==> src/rtl/weight_read_ctrl_if.sv <==
// Handshake and bus bundle between the weight read controller, the scratch-pad
// loader/RAM and the MAC array.
interface weight_read_ctrl_if #(
  parameter int DATA_WIDTH         = 16,
  parameter int ADDRESSWIDTH_W_PAD = 8,
  parameter int ADDRESSWIDTH_F_PAD = 8
);
  logic                          compute_start;
  logic [ADDRESSWIDTH_W_PAD-1:0] weight_num;
  logic [ADDRESSWIDTH_F_PAD-1:0] pixel_num;
  logic                          pad_data_ready;
  logic                          weight_load_done;
  logic [DATA_WIDTH-1:0]         weight_rd_data;
  logic                          mac_ready;
  logic [ADDRESSWIDTH_W_PAD-1:0] raddra_filter;
  logic [ADDRESSWIDTH_W_PAD-1:0] base_address;
  logic                          weight_valid;
  logic [DATA_WIDTH-1:0]         weight_data;
  logic                          weight_last;
  logic                          job_last;
  logic                          busy;
  logic                          compute_done;

  // Output handshake: a word transfers in any cycle where weight_valid && mac_ready;
  // while weight_valid is high, weight_data/weight_last/job_last stay stable until taken.
  modport slave (
    input  compute_start, weight_num, pixel_num, pad_data_ready, weight_load_done,
    input  weight_rd_data, mac_ready,
    output raddra_filter, base_address, weight_valid, weight_data, weight_last,
    output job_last, busy, compute_done
  );

  modport master (
    output compute_start, weight_num, pixel_num, pad_data_ready, weight_load_done,
    output weight_rd_data, mac_ready,
    input  raddra_filter, base_address, weight_valid, weight_data, weight_last,
    input  job_last, busy, compute_done
  );
endinterface

==> src/rtl/weight_read_ctrl.sv <==
// Streams weight_num x pixel_num scratch-pad reads into a 2-entry skid buffer
// feeding the MAC, tagging the last word of each pass and of the whole job.
module weight_read_ctrl #(
  parameter int DATA_WIDTH         = 16,
  parameter int ADDRESSWIDTH_W_PAD = 8,
  parameter int ADDRESSWIDTH_F_PAD = 8
) (
  input  logic                     clk,
  input  logic                     rst,
  weight_read_ctrl_if.slave        bus,
  output logic [1:0]               dbg_state
);
  localparam int W = ADDRESSWIDTH_W_PAD;
  localparam int F = ADDRESSWIDTH_F_PAD;
  localparam int D = DATA_WIDTH;

  typedef enum logic [1:0] {IDLE, RUN, DRAIN, DONE} state_e;

  state_e         state_q, state_d;
  logic [W-1:0]   wn_q, wn_d, w_cnt_q, w_cnt_d, addr_q, addr_d;
  logic [F-1:0]   pn_q, pn_d, p_cnt_q, p_cnt_d;
  logic           inflight_q, inflight_d;
  logic           infl_wlast_q, infl_wlast_d, infl_jlast_q, infl_jlast_d;
  logic [D-1:0]   skid_data_q [2];
  logic [D-1:0]   skid_data_d [2];
  logic [1:0]     skid_wlast_q, skid_wlast_d, skid_jlast_q, skid_jlast_d;
  logic           rd_ptr_q, rd_ptr_d, wr_ptr_q, wr_ptr_d;
  logic [1:0]     count_q, count_d;

  logic           pop, w_last, p_last, gate, credit, issue;
  logic [2:0]     occ;

  always_comb begin
    state_d      = state_q;
    wn_d         = wn_q;
    pn_d         = pn_q;
    w_cnt_d      = w_cnt_q;
    p_cnt_d      = p_cnt_q;
    addr_d       = addr_q;
    skid_data_d  = skid_data_q;
    skid_wlast_d = skid_wlast_q;
    skid_jlast_d = skid_jlast_q;
    rd_ptr_d     = rd_ptr_q;
    wr_ptr_d     = wr_ptr_q;

    pop    = (count_q != 2'd0) && bus.mac_ready;
    w_last = (w_cnt_q == wn_q - W'(1));
    p_last = (p_cnt_q == pn_q - F'(1));
    gate   = (p_cnt_q != '0) || bus.pad_data_ready || bus.weight_load_done;
    // Occupancy after this cycle's departure and the arriving read; a new read
    // lands one cycle later, so at most one slot may be committed here.
    occ    = {1'b0, count_q} + {2'b00, inflight_q} - {2'b00, pop};
    credit = (occ < 3'd2);
    issue  = (state_q == RUN) && credit && gate;

    inflight_d   = issue;
    infl_wlast_d = w_last;
    infl_jlast_d = w_last && p_last;

    case (state_q)
      IDLE: begin
        if (bus.compute_start) begin
          wn_d    = bus.weight_num;
          pn_d    = bus.pixel_num;
          w_cnt_d = '0;
          p_cnt_d = '0;
          state_d = (bus.weight_num == '0 || bus.pixel_num == '0) ? DONE : RUN;
        end
      end
      RUN: begin
        if (issue) begin
          addr_d = w_cnt_q;
          if (w_last) begin
            w_cnt_d = '0;
            p_cnt_d = p_cnt_q + F'(1);
            if (p_last) state_d = DRAIN;
          end else begin
            w_cnt_d = w_cnt_q + W'(1);
          end
        end
      end
      DRAIN: begin
        if (count_q == 2'd0 && !inflight_q) state_d = DONE;
      end
      default: state_d = IDLE;
    endcase

    // RAM data for last cycle's read arrives now.
    if (inflight_q) begin
      skid_data_d[wr_ptr_q]  = bus.weight_rd_data;
      skid_wlast_d[wr_ptr_q] = infl_wlast_q;
      skid_jlast_d[wr_ptr_q] = infl_jlast_q;
      wr_ptr_d               = ~wr_ptr_q;
    end
    if (pop) rd_ptr_d = ~rd_ptr_q;
    count_d = count_q + {1'b0, inflight_q} - {1'b0, pop};
  end

  always_ff @(posedge clk) begin
    if (rst) begin
      state_q      <= IDLE;
      wn_q         <= '0;
      pn_q         <= '0;
      w_cnt_q      <= '0;
      p_cnt_q      <= '0;
      addr_q       <= '0;
      inflight_q   <= 1'b0;
      infl_wlast_q <= 1'b0;
      infl_jlast_q <= 1'b0;
      skid_data_q  <= '{default: '0};
      skid_wlast_q <= '0;
      skid_jlast_q <= '0;
      rd_ptr_q     <= 1'b0;
      wr_ptr_q     <= 1'b0;
      count_q      <= '0;
    end else begin
      state_q      <= state_d;
      wn_q         <= wn_d;
      pn_q         <= pn_d;
      w_cnt_q      <= w_cnt_d;
      p_cnt_q      <= p_cnt_d;
      addr_q       <= addr_d;
      inflight_q   <= inflight_d;
      infl_wlast_q <= infl_wlast_d;
      infl_jlast_q <= infl_jlast_d;
      skid_data_q  <= skid_data_d;
      skid_wlast_q <= skid_wlast_d;
      skid_jlast_q <= skid_jlast_d;
      rd_ptr_q     <= rd_ptr_d;
      wr_ptr_q     <= wr_ptr_d;
      count_q      <= count_d;
    end
  end

  assign bus.raddra_filter = issue ? w_cnt_q : addr_q;
  assign bus.base_address  = bus.raddra_filter;
  assign bus.weight_valid  = (count_q != 2'd0);
  assign bus.weight_data   = bus.weight_valid ? skid_data_q[rd_ptr_q] : '0;
  assign bus.weight_last   = bus.weight_valid && skid_wlast_q[rd_ptr_q];
  assign bus.job_last      = bus.weight_valid && skid_jlast_q[rd_ptr_q];
  assign bus.busy          = (state_q != IDLE);
  assign bus.compute_done  = (state_q == DONE);
  assign dbg_state         = state_q;
endmodule

==> src/flat_wrapper.sv <==
// flat-port wrapper written by rule: the top's interface ports become plain ports
module weight_read_ctrl_flat 
#(
  parameter int DATA_WIDTH         = 16,
  parameter int ADDRESSWIDTH_W_PAD = 8,
  parameter int ADDRESSWIDTH_F_PAD = 8
)
  (clk, rst, dbg_state, bus_compute_start, bus_weight_num, bus_pixel_num, bus_pad_data_ready, bus_weight_load_done, bus_weight_rd_data, bus_mac_ready, bus_raddra_filter, bus_base_address, bus_weight_valid, bus_weight_data, bus_weight_last, bus_job_last, bus_busy, bus_compute_done);
  weight_read_ctrl_if #(.DATA_WIDTH(DATA_WIDTH), .ADDRESSWIDTH_W_PAD(ADDRESSWIDTH_W_PAD), .ADDRESSWIDTH_F_PAD(ADDRESSWIDTH_F_PAD)) bus_i ();
  input  logic clk;
  input  logic rst;
  output logic [1:0] dbg_state;
  input wire logic [$bits(bus_i.compute_start)-1:0] bus_compute_start;
  input wire logic [$bits(bus_i.weight_num)-1:0] bus_weight_num;
  input wire logic [$bits(bus_i.pixel_num)-1:0] bus_pixel_num;
  input wire logic [$bits(bus_i.pad_data_ready)-1:0] bus_pad_data_ready;
  input wire logic [$bits(bus_i.weight_load_done)-1:0] bus_weight_load_done;
  input wire logic [$bits(bus_i.weight_rd_data)-1:0] bus_weight_rd_data;
  input wire logic [$bits(bus_i.mac_ready)-1:0] bus_mac_ready;
  output wire logic [$bits(bus_i.raddra_filter)-1:0] bus_raddra_filter;
  output wire logic [$bits(bus_i.base_address)-1:0] bus_base_address;
  output wire logic [$bits(bus_i.weight_valid)-1:0] bus_weight_valid;
  output wire logic [$bits(bus_i.weight_data)-1:0] bus_weight_data;
  output wire logic [$bits(bus_i.weight_last)-1:0] bus_weight_last;
  output wire logic [$bits(bus_i.job_last)-1:0] bus_job_last;
  output wire logic [$bits(bus_i.busy)-1:0] bus_busy;
  output wire logic [$bits(bus_i.compute_done)-1:0] bus_compute_done;
  assign bus_i.compute_start = bus_compute_start;
  assign bus_i.weight_num = bus_weight_num;
  assign bus_i.pixel_num = bus_pixel_num;
  assign bus_i.pad_data_ready = bus_pad_data_ready;
  assign bus_i.weight_load_done = bus_weight_load_done;
  assign bus_i.weight_rd_data = bus_weight_rd_data;
  assign bus_i.mac_ready = bus_mac_ready;
  assign bus_raddra_filter = bus_i.raddra_filter;
  assign bus_base_address = bus_i.base_address;
  assign bus_weight_valid = bus_i.weight_valid;
  assign bus_weight_data = bus_i.weight_data;
  assign bus_weight_last = bus_i.weight_last;
  assign bus_job_last = bus_i.job_last;
  assign bus_busy = bus_i.busy;
  assign bus_compute_done = bus_i.compute_done;
  weight_read_ctrl #(.DATA_WIDTH(DATA_WIDTH), .ADDRESSWIDTH_W_PAD(ADDRESSWIDTH_W_PAD), .ADDRESSWIDTH_F_PAD(ADDRESSWIDTH_F_PAD)) u_core (.clk(clk), .rst(rst), .bus(bus_i), .dbg_state(dbg_state));
endmodule
==> config.mk <==
export PLATFORM = sky130hd
export DESIGN_NAME = weight_read_ctrl_flat
export DESIGN_NICKNAME = d
export VERILOG_FILES = /design/src/rtl/weight_read_ctrl_if.sv /design/src/rtl/weight_read_ctrl.sv /design/src/flat_wrapper.sv
export SDC_FILE = /design/constraint.sdc
export NUM_CORES = 1
export LEC_CHECK = 0
export CORE_MARGIN = 10
export CORE_UTILIZATION = 30
export DETAILED_ROUTE_END_ITERATION = 12
export PLACE_DENSITY = 0.59
export SYNTH_ARGS = -nofsm -noshare
export SYNTH_HDL_FRONTEND = slang
export SYNTH_SLANG_ARGS = --single-unit
==> constraint.sdc <==
create_clock -name clk -period 5.3 [get_ports clk]
set_input_delay 1.325 -clock clk [delete_from_list [all_inputs] [get_ports clk]]
set_output_delay 1.325 -clock clk [all_outputs]
set_load 0.02 [all_outputs]
# [Word level (Yosys, flattened, before mapping)]
# Index checks and enable logic that the tools add are counted.
[op_classes] n_mul=0 n_mux=30 bitwise=4 shifts=0 magnitude_cmp=7 n_reduce_logical=25 n_addsub=8 div_mod_pow=0 n_eq_ne=10
[ops] op="16-bit two-way mux" count=5
[ops] op="8-bit two-way mux" count=6
[ops] op="32-bit bitwise mux" count=1
[ops] op="8-bit one-hot mux with 2 select lines" count=2
[ops] op="8-bit by 1-bit adder with 8-bit output (second input constant)" count=2
[ops] op="16-bit demux with 1-bit select" count=1
[ops] op="8-bit equality test" count=2
[ops] op="8-bit logical NOT" count=2
[ops] op="8-bit by 1-bit subtractor with 8-bit output (second input constant)" count=2
[ops] op="2-bit two-way mux" count=6
[ops] op="1-bit logical AND" count=9
[ops] op="2-bit by 1-bit != test with 1-bit output (second input constant)" count=4
[ops] op="8-bit nonzero test" count=1
[ops] op="2-bit one-hot mux with 3 select lines" count=1
[ops] op="2-bit nonzero test" count=3
[ops] op="1-bit two-way mux" count=5
[ops] op="5-bit AND reduction" count=1
[ops] op="2-bit bitwise mux" count=2
[ops] op="2-bit equality test (second input constant)" count=2
[ops] op="2-bit greater-or-equal comparator (second input constant)" count=2
[ops] op="2-bit logical NOT" count=2
[ops] op="1-bit by 2-bit < comparator with 1-bit output (second input constant)" count=2
[ops] op="1-bit inverter with 2-bit output" count=2
[ops] op="4-bit AND reduction" count=1
[ops] op="15 further kinds" count=18
[word_totals] ff_bits=85 ram_bits=0 memories=0 wordCells=100 inputBits=38 out_inout_bits=39 mem_bits_ro=0 latchBits=0

# [Depth between registers and ports, before layout]
[logic_depth] ltp_word=8 ltp_mapped=15 ltp_nobuf=13

# [Worst setup path before layout]
# Ideal clock, no wire load.
[synth_timing] path_kind="input -> output" startpoint="input port bus_mac_ready" endpoint="output port bus_raddra_filter[0]" t_required_ns=3.975 arrival_ns=3.636 path_stages=10 n_path_buf=2 setup_slack_ns=0.339 cell_sequence="and2_1 -> ha_1 -> inv_1 -> ha_1 -> fa_1 -> xnor2_1 -> or4_4 -> buf_2 -> mux2_2 -> buf_4"
[synth_via] elab_chain_cells=6
[synth_rtl] item="start, declared" line_no="flat_wrapper.sv:19" rtl="input wire logic [$bits(bus_i.mac_ready)-1:0] bus_mac_ready;"
[synth_rtl] item="1-bit logical AND" line_no="weight_read_ctrl.sv:46" rtl="pop = (count_q != 2'd0) && bus.mac_ready;"
[synth_rtl] item="3-bit by 1-bit subtractor with 3-bit output" line_no="weight_read_ctrl.sv:52" rtl="occ = {1'b0, count_q} + {2'b00, inflight_q} - {2'b00, pop};"
[synth_rtl] item="3-bit by 2-bit < comparator with 1-bit output" line_no="weight_read_ctrl.sv:53" rtl="credit = (occ < 3'd2);"
[synth_rtl] item="1-bit logical AND (2 in a row)" line_no="weight_read_ctrl.sv:54" rtl="issue = (state_q == RUN) && credit && gate;"
[synth_rtl] item="8-bit two-way mux" line_no="weight_read_ctrl.sv:135" rtl="assign bus.raddra_filter = issue ? w_cnt_q : addr_q;"
[synth_rtl] item="end, declared" line_no="flat_wrapper.sv:20" rtl="output wire logic [$bits(bus_i.raddra_filter)-1:0] bus_raddra_filter;"
# No other way between the ends.

# [Worst setup path in the final report]
[layout_timing] startpoint="input port bus_mac_ready" endpoint="output port bus_base_address[4]"
[layout_via] elab_chain_cells=6
[layout_rtl] item="1-bit logical AND" line_no="weight_read_ctrl.sv:46"
[layout_rtl] item="via u_core.pop" line_no="weight_read_ctrl.sv:30" rtl="logic pop, w_last, p_last, gate, credit, issue;"
[layout_rtl] item="3-bit by 1-bit subtractor with 3-bit output" line_no="weight_read_ctrl.sv:52"
[layout_rtl] item="3-bit by 2-bit < comparator with 1-bit output" line_no="weight_read_ctrl.sv:53"
[layout_rtl] item="1-bit logical AND (2 in a row)" line_no="weight_read_ctrl.sv:54"
[layout_rtl] item="8-bit two-way mux" line_no="weight_read_ctrl.sv:135"
[layout_rtl] item="end, declared" line_no="flat_wrapper.sv:21" rtl="output wire logic [$bits(bus_i.base_address)-1:0] bus_base_address;"
# The timed path passes the listed nets, and every way through them passes these cells.

==> reports/metrics.csv <==
metric;value;unit
power;0.00219;W
yosysSeqAreaShare;40.3;%
design.die.area;0.0192;mm2
cts_buffers;9;
core_area;0.0138;mm2
finalNetCount;636;
finalClockSkew;0.00896;ns
ir_drop;0.265;mV
antenna_found_initial;0;
status;finished, final reports clean;
crit_buf_inv;3;
synth_top_area_share;40.3;%
ys_types;52;
wire_per_inst;14.7;um
vias;3770;
ios;77;
regArea;0.00170;mm2
die_h;139;um
hold_start;u_core.skid_wlast_q[0];
yosys_warnings;0;
hpwl;8070;um
cts_tree;built;
area_growth;26.1;%
root_buffer;clkbuf_16;
powerDensity;411;mW/mm2
cts_sinks;85;
reg2reg_from;u_core.count_q[1];
post_dp_cell_area;0.00507;mm2
crit_path_start_kind;primary input;
grt_max_degree;63;
synthesis.nets;578;
syn_inst;528;
hold_viol;0;
rr_worst_depth;14;
htree_levels;3;
slowest_delay;0.60;ns
rsz0062_at_grt;false;
drt-pass1-iter-count;6;
slew_violations;0;
synth_edf_count;0;
design_area;0.00533;mm2
arrival;3.86;ns
cp.depth;10;
clkTransAtPathRegs;0.05;ns
final_util;38.5;%
post-route-period-util;97.9;%
n_antenna_cell;0;
wl;11400;um
syn_area;0.00423;mm2
drc_errors;0;
setup_viol;0;
synth_top_cells_by_area;dfxtp_1 40%, nand2_1 11%, a21oi_1 7.2%, mux2i_1 4.5%, xnor2_1 3.7%;
path_cells;dlygate4sd2_1, and2_4, ha_1, inv_1, ha_2, fa_2, xnor2_2, or4_4, mux2_4, buf_2;
hold_ws;0.452;ns
synth_area_per_cell;8.00;um2
crit_path_start;bus_mac_ready;
ys_seq_elements;85;
relSlewSlack;18.6;%
grt_pass1_wl;18900;um
min_path_type;reg2reg;
timing.rr.end;u_core.p_cnt_q[0];
crit_path_top_delay_cell;or4_4;
postRouteAntennaNets;0;
io_buffers;76;
worst_pin_slew;1.22;ns
end_kind;output port;
viasPerCell;4.90;
required;3.97;ns
start_util;30.6;%
worstSkewPairLatency;0.34;ns
grt_overflow;0;
min_path_cells;2;
multi_input_area;0.00231;mm2
final_common_cell;nand2_1;
mostFrequentLayoutCells;124 x nand2_1, 85 x dfxtp_1, 61 x a21oi_1;
synthArstFlopShare;0;%
worstSetupPathType;in2out;
grt_pass1_vias;3676;
num_rows;43;
regToRegSetupSlack;1.34;ns
ctsHoldBuffers;0;
fillCellCount;1369;
drive_gt1_share;10.3;%
synthFlopType;dfxtp_1;
path_delay_family;adder cells;
fmax;0.193;GHz
synth.largest_area_cell;dfxtp_1;
cts_max_path_buffers;2;
grt_use_total;11.9;%
drt_iter0_markers;234;
crit_fanout;5;
cp-endpoint;bus_base_address[4];
p_leak;1.91;nW
gp_congestion;0.827;
fin_crit;5.19;ns
drv_cap;0;
die_w;139;um
## tightest hold or removal path: cells and delay by family (launching register included)
kind            cells  cell delay (ns)
compound gates      1             0.05
simple gates        1             0.05
flops               1             0.30
## how the worst min path moves through the flow
stage	slack, ns	endpoint
3_3_place_gp	0.44	u_core.skid_data_q[29]
5_1_grt	0.47	u_core.skid_data_q[28]
4_1_cts	0.45	u_core.skid_wlast_q[0]
3_5_place_dp	0.45	u_core.skid_wlast_q[0]
6_report	0.45	u_core.skid_wlast_q[0]
2_1_floorplan	0.43	u_core.skid_jlast_q[0]
## report_power, final
group / switching (W) / internal (W) / leakage, nW / total, W
logic: 0.000449 / 0.000327 / 1.08 / 0.000776
registers: 0.0000945 / 0.000704 / 0.688 / 0.000798
clock network: 0.000256 / 0.000362 / 0.141 / 0.000618
## cell usage after synthesis (all sizes together), types with 2 or more instances
master,instances
nand2,124
dfxtp,85
a21oi,62
nor2,37
clkbuf,25
inv,19
mux2i,19
xnor2,18
and2,12
buf,11
ha,11
xor2,10
mux2,8
o21ai,8
nand4,7
nor3,7
nand3,6
nor4,6
o211ai,6
or3,6
and3,4
nand2b,4
o2111ai,4
or4,4
a2111oi,2
nor2b,2
o21a,2
o31ai,2
or4b,2
## flip-flops by register name, summed over array words and instances (netlist names)
| register | cells |
|---|---|
| u_core.wr_ptr_q | 1 |
| u_core.pn_q | 8 |
| u_core.skid_jlast_q | 2 |
| u_core.wn_q | 8 |
| u_core.count_q | 2 |
| u_core.infl_wlast_q | 1 |
| u_core.p_cnt_q | 8 |
| u_core.infl_jlast_q | 1 |
| u_core.skid_wlast_q | 2 |
| u_core.skid_data_q | 32 |
| u_core.dbg_state | 2 |
| u_core.rd_ptr_q | 1 |
| u_core.w_cnt_q | 8 |
| u_core.addr_q | 8 |
| u_core.inflight_q | 1 |
## metrics by stage
| stage | instances | setup TNS (ns) | setup WS (ns) |
|---|---|---|---|
| after floorplan | 528 | 0 | 0.339 |
| after global placement | 752 | -6.82 | -0.427 |
| after detailed placement | 752 | -7.64 | -0.498 |
| after CTS | 770 | 0 | 0.116 |
| after global routing | 770 | 0 | 0.0289 |
| final | 770 | 0 | 0.112 |
## timing repair
| item | 4_1_cts | 5_1_grt |
|---|---|---|
| setup buffers | 2 | 0 |
| resized for setup | 73 | 0 |
| setup endpoints to repair | 16 | 0 |
## kinds of logic after synthesis
group,Yosys count,synth area share (%)
fa+ha+maj,12,3.73
simple gates,225,24.2
buf+inv,55,5.71
xor+xnor,28,5.80
compound gates,96,13.7
flops,85,40.3
mux,27,6.63
## final cells by class
type | instances | share of cell area, %
tap | 180 | 4.23
clock buffer | 9 | 4.23
multi-input combinational | 389 | 43.4
sequential | 85 | 31.9
timing repair buffer | 82 | 13.6
inverter | 19 | 1.34
clock inverter | 6 | 1.22
## routing by layer
layer | vias to the layer above | wire length [um] | track usage, % | share of wire, %
met5 | - | 0 | 0 | 0
met4 | 0 | 92 | 4.12 | 0.81
met3 | 8 | 769 | 4.11 | 6.8
met2 | 100 | 5140 | 18.3 | 45
met1 | 1760 | 5350 | 15.0 | 47
li1 | 1902 | - | - | -
Power figures use the tool's default switching activity.
